$ cat src/rtl/iomem_ic_pkg.sv
// Shared types for the iomem interconnect: FSM states, error causes and the latched request.
package iomem_ic_pkg;

    localparam int unsigned ADDR_W = 32;
    localparam int unsigned DATA_W = 32;
    localparam int unsigned STRB_W = 4;

    localparam logic [DATA_W-1:0] DEFAULT_ERR_DATA = 32'hDEAD_BEEF;

    typedef enum logic [1:0] {
        IDLE = 2'b00,
        WAIT = 2'b01,
        RESP = 2'b10
    } state_t;

    typedef enum logic [1:0] {
        ERR_NONE     = 2'b00,
        ERR_UNMAPPED = 2'b01,
        ERR_TIMEOUT  = 2'b10
    } err_cause_t;

    typedef struct packed {
        logic [STRB_W-1:0] wstrb;
        logic [ADDR_W-1:0] addr;
        logic [DATA_W-1:0] wdata;
    } req_t;

endpackage

$ cat src/rtl/iomem_addr_decode.sv
// Maps an iomem address onto a slot index; slot i covers BASE_ADDR + i*(1<<SLOT_SHIFT).
module iomem_addr_decode
    import iomem_ic_pkg::*;
#(
    parameter logic [ADDR_W-1:0] BASE_ADDR  = 32'h0000_2000,
    parameter int unsigned       SLOT_SHIFT = 12,
    parameter int unsigned       N_SLAVES   = 3,
    parameter int unsigned       IDX_W      = (N_SLAVES > 1) ? $clog2(N_SLAVES) : 1
) (
    input  logic [ADDR_W-1:0] m_addr,
    output logic [IDX_W-1:0]  idx,
    output logic              mapped
);

    logic [ADDR_W-1:0] off;
    logic [ADDR_W-1:0] idx_full;

    // Full-width index so addresses far above the window never alias into a slot.
    always_comb begin
        off      = m_addr - BASE_ADDR;
        idx_full = off >> SLOT_SHIFT;
        mapped   = (m_addr >= BASE_ADDR) && (idx_full < ADDR_W'(N_SLAVES));
        idx      = IDX_W'(idx_full);
    end

endmodule

$ cat src/rtl/iomem_arbiter_ctrl.sv
// Routes each CPU iomem transaction to one slave slot; unmapped or silent slaves get an error reply.
module iomem_arbiter_ctrl
    import iomem_ic_pkg::*;
#(
    parameter int unsigned       N_SLAVES   = 3,
    parameter logic [ADDR_W-1:0] BASE_ADDR  = 32'h0000_2000,
    parameter int unsigned       SLOT_SHIFT = 12,
    parameter int unsigned       TIMEOUT    = 16,
    parameter logic [DATA_W-1:0] ERR_DATA   = DEFAULT_ERR_DATA
) (
    input  logic                       clk,
    input  logic                       resetn,
    input  logic                       m_valid,
    output logic                       m_ready,
    input  logic [STRB_W-1:0]          m_wstrb,
    input  logic [ADDR_W-1:0]          m_addr,
    input  logic [DATA_W-1:0]          m_wdata,
    output logic [DATA_W-1:0]          m_rdata,
    output logic [N_SLAVES-1:0]        s_valid,
    input  logic [N_SLAVES-1:0]        s_ready,
    output logic [STRB_W-1:0]          s_wstrb,
    output logic [ADDR_W-1:0]          s_addr,
    output logic [DATA_W-1:0]          s_wdata,
    input  logic [DATA_W*N_SLAVES-1:0] s_rdata,
    input  logic                       err_clr,
    output logic                       err_flag,
    output logic [1:0]                 err_cause,
    output logic [ADDR_W-1:0]          err_addr
);

    localparam int unsigned IDX_W = (N_SLAVES > 1) ? $clog2(N_SLAVES) : 1;
    localparam int unsigned CNT_W = $clog2(TIMEOUT);

    state_t             state_q, state_d;
    logic [IDX_W-1:0]   sel_q, sel_d;
    logic [CNT_W-1:0]   cnt_q, cnt_d;
    req_t               req_q, req_d;
    logic               m_ready_q, m_ready_d;
    logic [DATA_W-1:0]  m_rdata_q, m_rdata_d;
    logic [N_SLAVES-1:0] s_valid_q, s_valid_d;
    logic               err_flag_q, err_flag_d;
    err_cause_t         err_cause_q, err_cause_d;
    logic [ADDR_W-1:0]  err_addr_q, err_addr_d;

    logic [IDX_W-1:0]   dec_idx;
    logic               dec_mapped;
    logic               sel_ready;
    logic [DATA_W-1:0]  sel_rdata;

    iomem_addr_decode #(
        .BASE_ADDR  (BASE_ADDR),
        .SLOT_SHIFT (SLOT_SHIFT),
        .N_SLAVES   (N_SLAVES),
        .IDX_W      (IDX_W)
    ) u_decode (
        .m_addr (m_addr),
        .idx    (dec_idx),
        .mapped (dec_mapped)
    );

    // Ready/rdata of the latched slot only; other slots' ready lines are ignored.
    always_comb begin
        sel_ready = 1'b0;
        sel_rdata = '0;
        for (int i = 0; i < int'(N_SLAVES); i++) begin
            if (sel_q == IDX_W'(i)) begin
                sel_ready = s_ready[i];
                sel_rdata = s_rdata[DATA_W*i +: DATA_W];
            end
        end
    end

    always_comb begin
        state_d     = state_q;
        sel_d       = sel_q;
        cnt_d       = cnt_q;
        req_d       = req_q;
        m_ready_d   = 1'b0;
        m_rdata_d   = m_rdata_q;
        s_valid_d   = s_valid_q;
        err_flag_d  = err_clr ? 1'b0 : err_flag_q;
        err_cause_d = err_clr ? ERR_NONE : err_cause_q;
        err_addr_d  = err_addr_q;

        unique case (state_q)
            IDLE: begin
                s_valid_d = '0;
                if (m_valid) begin
                    if (dec_mapped) begin
                        req_d     = '{wstrb: m_wstrb, addr: m_addr, wdata: m_wdata};
                        sel_d     = dec_idx;
                        s_valid_d = N_SLAVES'(1) << dec_idx;
                        cnt_d     = '0;
                        state_d   = WAIT;
                    end else begin
                        m_ready_d   = 1'b1;
                        m_rdata_d   = ERR_DATA;
                        err_flag_d  = 1'b1;
                        err_cause_d = ERR_UNMAPPED;
                        err_addr_d  = m_addr;
                        state_d     = RESP;
                    end
                end
            end
            WAIT: begin
                cnt_d = cnt_q + CNT_W'(1);
                // Slave completion takes priority over a coincident timeout.
                if (sel_ready) begin
                    m_ready_d = 1'b1;
                    m_rdata_d = sel_rdata;
                    s_valid_d = '0;
                    state_d   = RESP;
                end else if (cnt_q == CNT_W'(TIMEOUT - 1)) begin
                    m_ready_d   = 1'b1;
                    m_rdata_d   = ERR_DATA;
                    s_valid_d   = '0;
                    err_flag_d  = 1'b1;
                    err_cause_d = ERR_TIMEOUT;
                    err_addr_d  = req_q.addr;
                    state_d     = RESP;
                end
            end
            RESP: begin
                s_valid_d = '0;
                state_d   = IDLE;
            end
            default: begin
                s_valid_d = '0;
                state_d   = IDLE;
            end
        endcase
    end

    always_ff @(posedge clk) begin
        if (!resetn) begin
            state_q     <= IDLE;
            sel_q       <= '0;
            cnt_q       <= '0;
            req_q       <= '0;
            m_ready_q   <= 1'b0;
            m_rdata_q   <= '0;
            s_valid_q   <= '0;
            err_flag_q  <= 1'b0;
            err_cause_q <= ERR_NONE;
            err_addr_q  <= '0;
        end else begin
            state_q     <= state_d;
            sel_q       <= sel_d;
            cnt_q       <= cnt_d;
            req_q       <= req_d;
            m_ready_q   <= m_ready_d;
            m_rdata_q   <= m_rdata_d;
            s_valid_q   <= s_valid_d;
            err_flag_q  <= err_flag_d;
            err_cause_q <= err_cause_d;
            err_addr_q  <= err_addr_d;
        end
    end

    assign m_ready   = m_ready_q;
    assign m_rdata   = m_rdata_q;
    assign s_valid   = s_valid_q;
    assign s_wstrb   = req_q.wstrb;
    assign s_addr    = req_q.addr;
    assign s_wdata   = req_q.wdata;
    assign err_flag  = err_flag_q;
    assign err_cause = err_cause_q;
    assign err_addr  = err_addr_q;

endmodule
$ cat config.mk
export PLATFORM = sky130hd
export DESIGN_NAME = iomem_arbiter_ctrl
export DESIGN_NICKNAME = d
export VERILOG_FILES = /design/src/rtl/iomem_ic_pkg.sv /design/src/rtl/iomem_addr_decode.sv /design/src/rtl/iomem_arbiter_ctrl.sv
export SDC_FILE = /design/constraint.sdc
export NUM_CORES = 1
export LEC_CHECK = 0
export BUFFER_PORTS_ARGS = -buffer_cell sky130_fd_sc_hd__buf_2
export CORE_AREA = 2 2 153 155
export DETAILED_ROUTE_END_ITERATION = 7
export DIE_AREA = 0 0 155 157
export HOLD_SLACK_MARGIN = 0.12
export SETUP_SLACK_MARGIN = 0.02
export SYNTH_ARGS = -nofsm -noshare
export SYNTH_HDL_FRONTEND = slang
export SYNTH_SLANG_ARGS = --single-unit
$ cat constraint.sdc
create_clock -name clk -period 3.5 [get_ports clk]
set_clock_uncertainty 0.2 [all_clocks]
set_input_delay 0.525 -clock clk [delete_from_list [all_inputs] [get_ports clk]]
set_output_delay 0.525 -clock clk [all_outputs]
set_load 0.02 [all_outputs]
[Word-level counts from Yosys, hierarchy flattened]
Cells that the tools add are included.
Storage, ports and cells
  register bits: 147
  bits of input ports: 171
  output and inout bits: 139
Cells by class
  add/subtract/negate cells: 2
  order comparisons: 2
  eq/ne operators: 10
  shifts and indexed selects: 1
  multiplexer cells: 46
  reduce and logical (&&, ||, !) cells: 9
Operators by type and width (number)
  32-bit two-way mux: 11
  32-bit case mux with 2 select lines: 2
  32-bit by 14-bit >= comparator with 1-bit output (second input constant): 1
  32-bit by 14-bit subtractor with 32-bit output (second input constant): 1
  20-bit by 2-bit less-than comparator with 1-bit output (second input constant): 1
  2-bit two-way mux: 9
  1-bit two-way mux: 12
  3-bit two-way mux: 4
  2-bit != test (second input constant): 5
  4-bit two-way mux: 2
  2-bit case mux with 2 select lines: 2
  4-bit case mux with 2 select lines: 1
  3-bit case mux with 2 select lines: 1
  3-bit AND reduction: 2
  5-bit AND reduction: 1
  4-bit by 1-bit adder with 4-bit output (second input constant): 1
  2-bit by 1-bit equality test with 1-bit output (second input constant): 2
  4-bit equality test (second input constant): 1
  2-bit zero test: 2
  1-bit case mux with 2 select lines: 2
  4-bit AND reduction: 1
  3-bit != test (second input constant): 1
  1-bit by 2-bit << shifter with 3-bit output (first input constant): 1
  2-bit equality test (second input constant): 1
  3 further kinds: 3

[Depth between registers and ports, before layout]
Gate-level depths: netlist of the first run.
  depth after elaboration: 6
  depth in mapped cells: 11
  gate-level depth less buffers: 8

[Modules after synthesis]
From an unflattened synthesis of the first run, not the netlist that was laid out.
Second synthesis, totals
  cells, all modules: 781
  area, all modules: 6673.9 um2
By module, submodules not included
  iomem_arbiter_ctrl: times used 1, cells an instance 758, area an instance 6515.0 um2, seq. area each 2942.8 um2
  iomem_addr_decode: times used 1, cells an instance 23, area an instance 158.9 um2, seq. area each 0.0 um2

[Least setup slack after synthesis of the first run]
No wires, ideal clock.
  path kind: input-to-reg
  from: input m_addr[15]
  to: register err_addr_q[0] (netlist: err_addr[0])
  library setup time: 119 ps
  arrival time: 2415 ps
  required time: 3181 ps
  setup slack: 766 ps
  cell stages on the path: 9
  buffers on the path: 3
  cells stage by stage: buf_6 > nor4_1 > mux2_2 > nor4b_2 > and4_1 > buf_6 > a21boi_4 > buf_6 > o221a_2
Between the ends
  cells in the longest elaborated chain, start to end: 5
  elaborated cells on any way between the ends: 6
  those cells by class: add/sub: 1; order compare: 2; eq/ne: 1; reduce/logical: 2
RTL lines
  from (decl): RTL line iomem_arbiter_ctrl.sv:16  | input logic [ADDR_W-1:0] m_addr,
  32-bit by 14-bit subtractor with 32-bit output: RTL line iomem_addr_decode.sv:20  | off = m_addr - BASE_ADDR;
  20-bit by 2-bit less-than comparator with 1-bit output: RTL line iomem_addr_decode.sv:22  | mapped = (m_addr >= BASE_ADDR) && (idx_full < ADDR_W'(N_SLAVES));
  1-bit logical AND (*): RTL line iomem_addr_decode.sv:22
  2-bit != test (no source line) (*)
  5-bit AND reduction (no source line) (*)
  to (signal assigned): RTL line iomem_arbiter_ctrl.sv:156  | err_addr_q <= err_addr_d;
  to (decl): RTL line iomem_arbiter_ctrl.sv:43  | logic [ADDR_W-1:0] err_addr_q, err_addr_d;
Every way passes the cells marked *; elsewhere a longest branch is shown, timed or not.
A chain may end at the register's enable or synchronous reset.

[Worst setup path after layout of the first run]
  from: input m_addr[13]
  to: register m_rdata_q[30] (netlist: m_rdata[30])
Between the ends
  cells in the longest elaborated chain, start to end: 5
  elaborated cells on any way between the ends: 6
  those cells by class: add/sub: 1; order compare: 2; eq/ne: 1; reduce/logical: 2
RTL lines
  32-bit by 14-bit subtractor with 32-bit output: RTL line iomem_addr_decode.sv:20
  via dec_idx[1]: RTL line iomem_arbiter_ctrl.sv:45  | logic [IDX_W-1:0] dec_idx;
  20-bit by 2-bit less-than comparator with 1-bit output: RTL line iomem_addr_decode.sv:22
  1-bit logical AND: RTL line iomem_addr_decode.sv:22
  2-bit != test (no source line)
  4-bit AND reduction (no source line)
  to (signal assigned): RTL line iomem_arbiter_ctrl.sv:152  | m_rdata_q <= m_rdata_d;
  to (decl): RTL line iomem_arbiter_ctrl.sv:39  | logic [DATA_W-1:0] m_rdata_q, m_rdata_d;
The timed path passes the listed nets, and every way through them passes these cells.

==> results of run 1 <==
[power by group through the flow]
stage	Sequential [mW]	Combinational [mW]	Clock, mW
floorplan	1.84	0.196	0
global placement	1.78	0.472	0
detailed placement	1.78	0.475	0
CTS	1.75	0.477	1.99
global route	1.75	0.513	2.06
finish	1.75	0.474	1.94
[synthesized netlist by cell type (4+ instances only)]
| library cell | instances | area (µm²) |
|---|---|---|
| inv_1 | 6 | 22.5 |
| buf_2 | 11 | 55.1 |
| o21ai_0 | 80 | 400 |
| nor2_1 | 21 | 78.8 |
| clkbuf_1 | 59 | 221 |
| mux2i_1 | 35 | 350 |
| nand2_1 | 102 | 383 |
| o221a_2 | 52 | 586 |
| nor2b_1 | 6 | 37.5 |
| nand3_1 | 86 | 430 |
| o221a_1 | 4 | 45.0 |
| and3_1 | 15 | 93.8 |
| nand2b_1 | 5 | 31.3 |
| buf_6 | 7 | 78.8 |
| o211ai_1 | 11 | 82.6 |
| dfxtp_1 | 146 | 2920 |
| o32ai_1 | 10 | 87.6 |
| a21oi_1 | 70 | 350 |
[kinds of logic (layout without fill, tap and decap cells)]
family	after synthesis	count (layout)	share of synthesized area, %
buffers and inverters	90	369	6.20
and+or+nand+nor	262	262	19.1
xor gates and xnor gates	2	2	0.261
DFF	146	146	43.6
other	0	1	0
AOI/OAI and AO/OA	241	241	25.1
adders and majority gates	2	2	0.373
muxes	36	36	5.39
[registers in the layout, indices dropped and copies added, names as in the netlist]
signal and flops:
m_rdata 32, s_wdata 32, err_cause 2, sel_q 2
s_valid 3, s_wstrb 4, cnt_q 4, s_addr 31
state_q 2, err_addr 32, err_flag 1, m_ready 1
[through the flow]
stage               std cells  area [µm²]  setup WS (ns)  total power [mW]  util, %
floorplan                 779        6700          0.766              2.04        -
global placement         1311        8430          0.218              2.25     37.4
finish                   1344        9040          0.645              4.16     40.2
global route             1343        9040          0.457              4.33     40.2
detailed placement       1311        8430          0.198              2.26     37.4
CTS                      1343        9040          0.637              4.22     40.2
[layout make-up]
type	count	share of cell area, %
antenna	1	0.0277
inverter	7	0.290
clock buffer	20	4.83
timing repair buffer	330	19.1
clock inverter	12	1.99
multi-input combinational	543	37.5
sequential	146	32.3
tap	285	3.94
[worst paths after layout]
| check | endpoint | cells after the start |
|---|---|---|
| worst max register to register | m_rdata[30] | 6 |
| worst max-delay path | m_rdata[30] | 9 |
| worst min register to register | s_wdata[20] | 2 |
| worst min-delay path | s_wstrb[0] | 3 |
[layout by cell type (no fill, tap or decap), drive strengths merged, types with 20 or more instances in the layout]
cell    Yosys  layout
buf        24     330
a21oi      70      70
mux2i      35      35
nand3      86      86
o21ai      81      81
dfxtp     146     146
nand2     103     103
o221a      56      56
nor2       21      21
clkbuf     59      20
[worst min-delay path, cell delays in order]
cell,delay [ns]
buf_2,0.09
nand3_1,0.05
a21oi_1,0.05
[layer usage]
layer  vias to the layer above  track usage, %  part of all wire, %
met5                         -               0                    0
met4                         0            5.64                  1.4
met3                        18            4.98                  7.9
met2                       260            29.1                   47
met1                      3259            22.8                   44
li1                       3387               -                    -
==> impl_metrics.tcl, run 1 <==
set metrics [dict create \
    holdCritPathClass "in2reg" \
    syn-cell-area_mm2 0.00670 \
    postCtsSetupRepairBufs 0 \
    finalWirelength_um 22700 \
    hold_violations 0 \
    grt-ovfl-total 0 \
    maxSlewHeadroom_pct 40.5 \
    cts-resized-gates 0 \
    synth_warnings 0 \
    track_usage_pct 17.8 \
    vias 6924 \
    clk_pin_slew_worst_paths_ns 0.06 \
    worstPathCellList "buf_2 > inv_1 > ha_1 > and3b_1 > o22ai_1 > a22oi_1 > and4_1 > o21ai_4 > o221a_2" \
    power_frac_clock_pct 46.6 \
    fin_crit_sh_pct 81.6 \
    dpl.hpwl_um 15800 \
    maxSlewViolCount 0 \
    whs_ns 0.158 \
    start_util_pct 29.8 \
    cts_hold_buf 0 \
    p_per_area_mw_per_mm2 460 \
    yosysUniqueCellTypes 54 \
    yosys_most_used_dff "dfxtp_1" \
    p_seq_share_pct 42.0 \
    p_sw_share_pct 25.1 \
    fmax_ghz 0.350 \
    clk_path_buf_depth 2 \
    fp.dieW_um 155 \
    setup_viol 0 \
    required_ns 3.66 \
    cts_sinks 146 \
    crit_slowest_cell "o21ai_4" \
    worstSkewPairLatency_ns 0.41 \
    ioPinCount 310 \
    path_buf_inv 2 \
    maxCapViolCount 0 \
    syn2layout_area_growth_pct 34.9 \
    path_class "in2reg" \
    path_max_fanout 34 \
    reg2reg_slack_ns 0.75 \
    finalCriticalPeriod_ns 2.85 \
    drtIter0Drc 414 \
    core_area_mm2 0.0225 \
    reg2reg_from "sel_q[1]" \
    wl_per_cell_um 16.9 \
    grt_pass1_wl_um 34600 \
    ys_seq_elements 146 \
    nets 1218 \
    cp-start-kind "input pin" \
    gp_congestion 0.860 \
    p_int_mw 3.11 \
    firstDrtPassIters 5 \
    worstMarginPinSlew_ns 0.893 \
    synth_async_sr_flop_share_pct 0 \
    via_per_inst 5.15 \
    register_area_mm2 0.00292 \
    setup-tns-final_ns 0 \
    dieArea_mm2 0.0243 \
    vdd_drop_max_v 0.000283 \
    status "finished, final reports clean" \
    htree_levels 4 \
    grt_pass1_vias 6376 \
    crit_arrival_ns 3.01 \
    pwr-share-comb_pct 11.4 \
    cp-startpoint "m_addr[13]" \
    synthCells 779 \
    cts_tree "done" \
    root_buffer "clkbuf_16" \
    cp_slowest_stage_delay_ns 0.74 \
    multi_input_area_mm2 0.00339 \
    fillers 2326 \
    cpLargestDelayFamily "compound AO/OA/AOI/OAI gates" \
    numPortBuffers 309 \
    die_y_um 157 \
    drc 0 \
    syn_avg_cell_area_um2 8.60 \
    antenna_found_initial 1 \
    antenna_left 0 \
    hp-start "m_wstrb[0]" \
    power_switching_mw 1.04 \
    synth_nets 952 \
    rsz0062_at_grt "no" \
    synth-seq-area-share_pct 43.6 \
    synth_edf_count 0 \
    num_rows 55 \
    crit_path_end_kind "flip-flop" \
    cts_buffers 17 \
    final_layout_size_suffix_gt1_share_pct 40.2 \
    grt_max_degree 90 \
    leakage_nw 3.94 \
]
Note: power is estimated with default switching activity, not from simulation.
==> run 2: changes to the inputs <==
Clock period 3.5 ns to 2.7 ns, I/O delays scaled along.
==> run 2 against run 1 <==
Effect of this change:
- register-to-register slack lost 0.53 ns
- clock power grew 24%
- hold slack lost 0.011 ns
- design area grew 7.8%
==> impl_metrics.tcl, run 2 (synthesis results as in run 1) <==
set metrics [dict create \
    firstDrtPassIters 5 \
    dpl.hpwl_um 16100 \
    path_buf_inv 4 \
    layout_commonest_cell "buf_2" \
    fmax_ghz 0.386 \
    fin_crit_sh_pct 95.9 \
    root_buffer "clkbuf_16" \
    grt_pass1_wl_um 36100 \
    dp_cells 1332 \
    maxSlewViolCount 0 \
    rsz0062_at_grt "no" \
    worstSkewPairLatency_ns 0.41 \
    grt_max_degree 90 \
    via_per_inst 5.07 \
    drc 0 \
    maxSlewHeadroom_pct 57.1 \
    cp_slowest_stage_delay_ns 0.54 \
    path_class "in2reg" \
    numPortBuffers 309 \
    crit_arrival_ns 2.68 \
    required_ns 2.79 \
    dieArea_mm2 0.0243 \
    cts-resized-gates 0 \
    final_cell_mix "buf_2, dfxtp_1, nand2_1, nand3_1, o21ai_0" \
    instances_no_fill 1413 \
    cp-start-kind "input pin" \
    die_y_um 157 \
    clk_path_buf_depth 2 \
    drtIter0Drc 476 \
    worstMarginPinSlew_ns 0.642 \
    status "finished, final reports clean" \
    antenna_found_initial 1 \
    p_per_area_mw_per_mm2 551 \
    vias 7160 \
    finalWirelength_um 23500 \
    finalCriticalPeriod_ns 2.59 \
    cts_buffers 17 \
    final_layout_size_suffix_gt1_share_pct 39.5 \
    whs_ns 0.147 \
    cts_sinks 146 \
    grt_pass1_vias 6853 \
    start_util_pct 29.8 \
    gr-usage-met1_pct 22.8 \
    setup_ws_ns 0.111 \
    syn2layout_area_growth_pct 45.5 \
    track_usage_pct 18.5 \
    setup_viol 0 \
    busiest_layer "met2" \
    crit_slowest_cell "dlygate4sd3_1" \
    postCtsSetupRepairBufs 0 \
    pre_cts_slack_ns -0.180 \
    holdCritPathClass "in2reg" \
    fp.dieW_um 155 \
    cpLargestDelayFamily "buffers and inverters" \
    cts_tree "done" \
    clk_pin_slew_worst_paths_ns 0.06 \
    htree_levels 4 \
    leakage_nw 4.27 \
    path_common_cell "buf_4" \
    worstPathCellList "dlygate4sd3_1 > buf_2 > nand2b_1 > nand3_1 > nor4b_2 > buf_4 > nand4_2 > buf_4 > o21ai_0 > a21oi_1" \
    maxCapViolCount 0 \
    grt-ovfl-total 0 \
    hold_violations 0 \
    ioPinCount 310 \
    vdd_drop_max_v 0.000341 \
    core_area_mm2 0.0225 \
    crit_path_end_kind "flip-flop" \
    use_met2_pct 31.9 \
    gp_congestion 0.795 \
    nets 1290 \
    utilization_pct 43.3 \
    wl_per_cell_um 16.6 \
    num_rows 55 \
    antenna_left 0 \
    path_max_fanout 30 \
    met3_usage_pct 5.04 \
]
[run 2: worst paths after layout]
| kind | start | endpoint | slack, ns | cells after the start |
|---|---|---|---|---|
| setup reg to reg | sel_q[0] | err_addr[20] | 0.22 | 7 |
| setup / recovery | m_addr[12] | s_wdata[22] | 0.11 | 10 |
| hold reg to reg | s_wdata[3] | s_wdata[3] | 0.27 | 2 |
| hold / removal | s_rdata[86] | m_rdata[22] | 0.15 | 3 |
[run 2: final cells by class]
cell class                      count  area [µm²]
Sequential cell                   146        2920
Clock inverter                      9         134
Timing Repair Buffer              402        2460
Antenna cell                        1        2.50
Inverter                            7        26.3
Multi-Input combinational cell    543        3390
Clock buffer                       20         457
Tap cell                          285         357
Fill cell                        2196       12800
[run 2: timing repair]
action                                 4_1_cts  5_1_grt
hold buffers                                51        0
setup endpoints to repair                    0        0
endpoints found under the hold margin       52        0
[run 2: stage by stage]
step                      power, mW  area (µm²)  setup TNS [ns]
after CTS                      5.43        9750               0
after global routing           5.58        9750               0
after global placement         2.95        8650          -10.25
final                          5.37        9750               0
after detailed placement       2.96        8650          -16.50
after floorplan                2.64        6700               0
[run 2: layer usage]
metal / routed length, µm / vias to the layer above
met1: 10400 / 3352
met5: 0 / -
met2: 11200 / 265
met4: 285 / 0
met3: 1610 / 20
li1: - / 3523
[run 2: report_power, final]
part / internal (mW) / switching [mW]
clock: 1.49 / 0.917
combinational: 0.328 / 0.371
sequential: 2.22 / 0.0386
[run 2: worst reg2reg max path: stages, from the launching register on]
cell and delay (ns):
dfxtp_2 0.44, mux2i_1 0.23, o2bb2ai_1 0.20, nor3_1 0.37, nand2b_1 0.23, buf_4 0.30
o211ai_1 0.14, o221a_2 0.25
==> run 3: changes to the inputs <==
==> constraint.sdc (replaced) <==
create_clock -name clk -period 2.7 [get_ports clk]
set_clock_uncertainty 0.2 [all_clocks]
set_input_delay 0.27 -clock clk [delete_from_list [all_inputs] [get_ports clk]]
set_output_delay 0.27 -clock clk [all_outputs]
set_load 0.02 [all_outputs]
==> run 3 against run 2 <==
Effect of this change:
- sequential power about the same
- design area up 5.1%
- global-route usage up 0.70 points
- first-iteration DRC count up 5.9%
- wire length up 4.2%
- clock power about the same
- count of clock-buffer cells in the layout up 2
- critical path depth unchanged
- final cell count up 3.5%
- hold slack worse by 0.0034 ns
- total power up 1.4%
- critical path type unchanged
==> impl_metrics.tcl, run 3 (synthesis results as in run 1) <==
set metrics [dict create \
    status "finished, final reports clean" \
    crit_path_end_kind "flip-flop" \
    p_per_area_mw_per_mm2 531 \
    place_area_mm2 0.00862 \
    clk_pin_slew_worst_paths_ns 0.06 \
    core_area_mm2 0.0225 \
    p_sw_share_pct 25.3 \
    via_per_inst 5.10 \
    cp_slowest_stage_delay_ns 0.53 \
    fp.dieW_um 155 \
    fillers 2174 \
    worstReg2RegEnd "m_rdata[19]" \
    totalPowerFinal_mw 5.44 \
    maxSlewHeadroom_pct 40.7 \
    cp-start-kind "input pin" \
    r2r.worst_path.cells 5 \
    start_util_pct 29.8 \
    htree_levels 4 \
    crit_slowest_cell "dlygate4sd3_1" \
    grt_pass1_vias 7166 \
    firstDrtPassIters 5 \
    rsz0062_at_grt "yes" \
    layout_commonest_cell "buf_2" \
    finalWirelength_um 24500 \
    maxSlewViolCount 0 \
    drtIter0Drc 504 \
    hold_depth 4 \
    path_class "in2reg" \
    hp-start "s_rdata[18]" \
    final_layout_size_suffix_gt1_share_pct 38.1 \
    pre_cts_slack_ns -0.0383 \
    worstMarginPinSlew_ns 0.890 \
    reg2reg_from "sel_q[0]" \
    vias 7457 \
    dieArea_mm2 0.0243 \
    maxCapViolCount 0 \
    final_cell_mix "buf_2, dfxtp_1, nand2_1, dlygate4sd3_1, nand3_1" \
    p_int_mw 4.06 \
    grt_pass1_wl_um 37500 \
    antenna_found_initial 1 \
    cts_sinks 146 \
    required_ns 2.80 \
    numPortBuffers 309 \
    num_rows 55 \
    worstSkewPairLatency_ns 0.41 \
    setup_viol 0 \
    path_max_fanout 21 \
    gp_congestion 0.804 \
    p_seq_share_pct 41.6 \
    power_switching_mw 1.38 \
    worstPathCellList "dlygate4sd3_1 > buf_2 > nor4_4 > nand4_1 > a22oi_2 > and4_1 > buf_6 > a21boi_4 > buf_12 > o221a_2" \
    reg2reg_slack_ns 0.23 \
    crit_arrival_ns 2.67 \
    setup_ws_ns 0.130 \
    stdcell_area_mm2 0.0102 \
    wl_per_cell_um 16.7 \
    cts_tree "done" \
    nets 1337 \
    drc 0 \
    fin_crit_sh_pct 95.2 \
    ioPinCount 310 \
    track_usage_pct 19.2 \
    whs_ns 0.143 \
    clk_path_buf_depth 2 \
    power_frac_clock_pct 44.5 \
    utilization_pct 45.5 \
    antenna_left 0 \
    grt_max_degree 90 \
    fmax_ghz 0.389 \
    cts_buffers 17 \
    finalCriticalPeriod_ns 2.57 \
    pwr-share-comb_pct 13.9 \
    leakage_nw 4.46 \
    holdCritPathClass "in2reg" \
    hold_end "m_rdata[18]" \
    root_buffer "clkbuf_16" \
    grt-ovfl-total 0 \
    hold_violations 0 \
    dpl.hpwl_um 16200 \
    syn2layout_area_growth_pct 52.9 \
    vdd_drop_max_v 0.000359 \
    die_y_um 157 \
]
run 3: power by group through the flow:
stage	clock network (mW)	registers, mW	logic (mW)
final	2.42	2.26	0.759
after global routing	2.58	2.27	0.815
after CTS	2.48	2.26	0.754
after detailed placement	0	2.31	0.641
after global placement	0	2.31	0.638
after floorplan	0	2.39	0.254
run 3: layer usage:
metal  up-vias  global-route usage, %  routed length (µm)
li1       3633                      -                   -
met1      3527                   23.4               10600
met2       266                   32.9               11800
met3        31                   4.85                1580
met4         0                   6.75                 465
met5         -                      0                   0
run 3: cell type report:
type	instances	area (µm²)	share of cell area (%)
Antenna cell	1	2.50	0.0244
Inverter	7	26.3	0.256
Clock inverter	10	123	1.20
Timing Repair Buffer	449	2930	28.6
Sequential cell	146	2920	28.5
Tap cell	285	357	3.48
Clock buffer	22	484	4.73
Multi-Input combinational cell	543	3400	33.2
run 3: worst max path at each step:
| stage | cells past startpoint | from | slack, ns | endpoint |
|---|---|---|---|---|
| after floorplan | 9 | m_addr[15] | 0.22 | err_addr[0] |
| after global placement | 11 | m_addr[14] | -0.0009 | s_wdata[20] |
| after detailed placement | 11 | m_addr[14] | -0.04 | s_wdata[14] |
| after CTS | 10 | m_addr[16] | 0.03 | err_addr[28] |
| after global routing | 10 | m_addr[31] | -0.002 | s_wdata[1] |
| final | 10 | m_addr[16] | 0.13 | err_addr[12] |
run 3: metrics by stage:
step / instances / TNS, ns
2_1_floorplan: 779 / 0
3_3_place_gp: 1330 / -0.00159
3_5_place_dp: 1330 / -0.172
4_1_cts: 1461 / 0
5_1_grt: 1462 / -0.00248
6_report: 1463 / 0
run 3: critical path: cells and delay by family:
| kind | cells | cell delay [ns] |
|---|---|---|
| buffers and inverters | 4 | 1.00 |
| AND/OR/NAND/NOR | 3 | 0.80 |
| AO/OA/AOI/OAI | 3 | 0.58 |
run 3: timing repair:
item | 4_1_cts | 5_1_grt
hold buffers | 99 | 0
endpoints found under the setup margin | 0 | 124
gates resized for setup | 0 | 6
hold endpoints to repair | 112 | 0
buffers inserted | 0 | 1
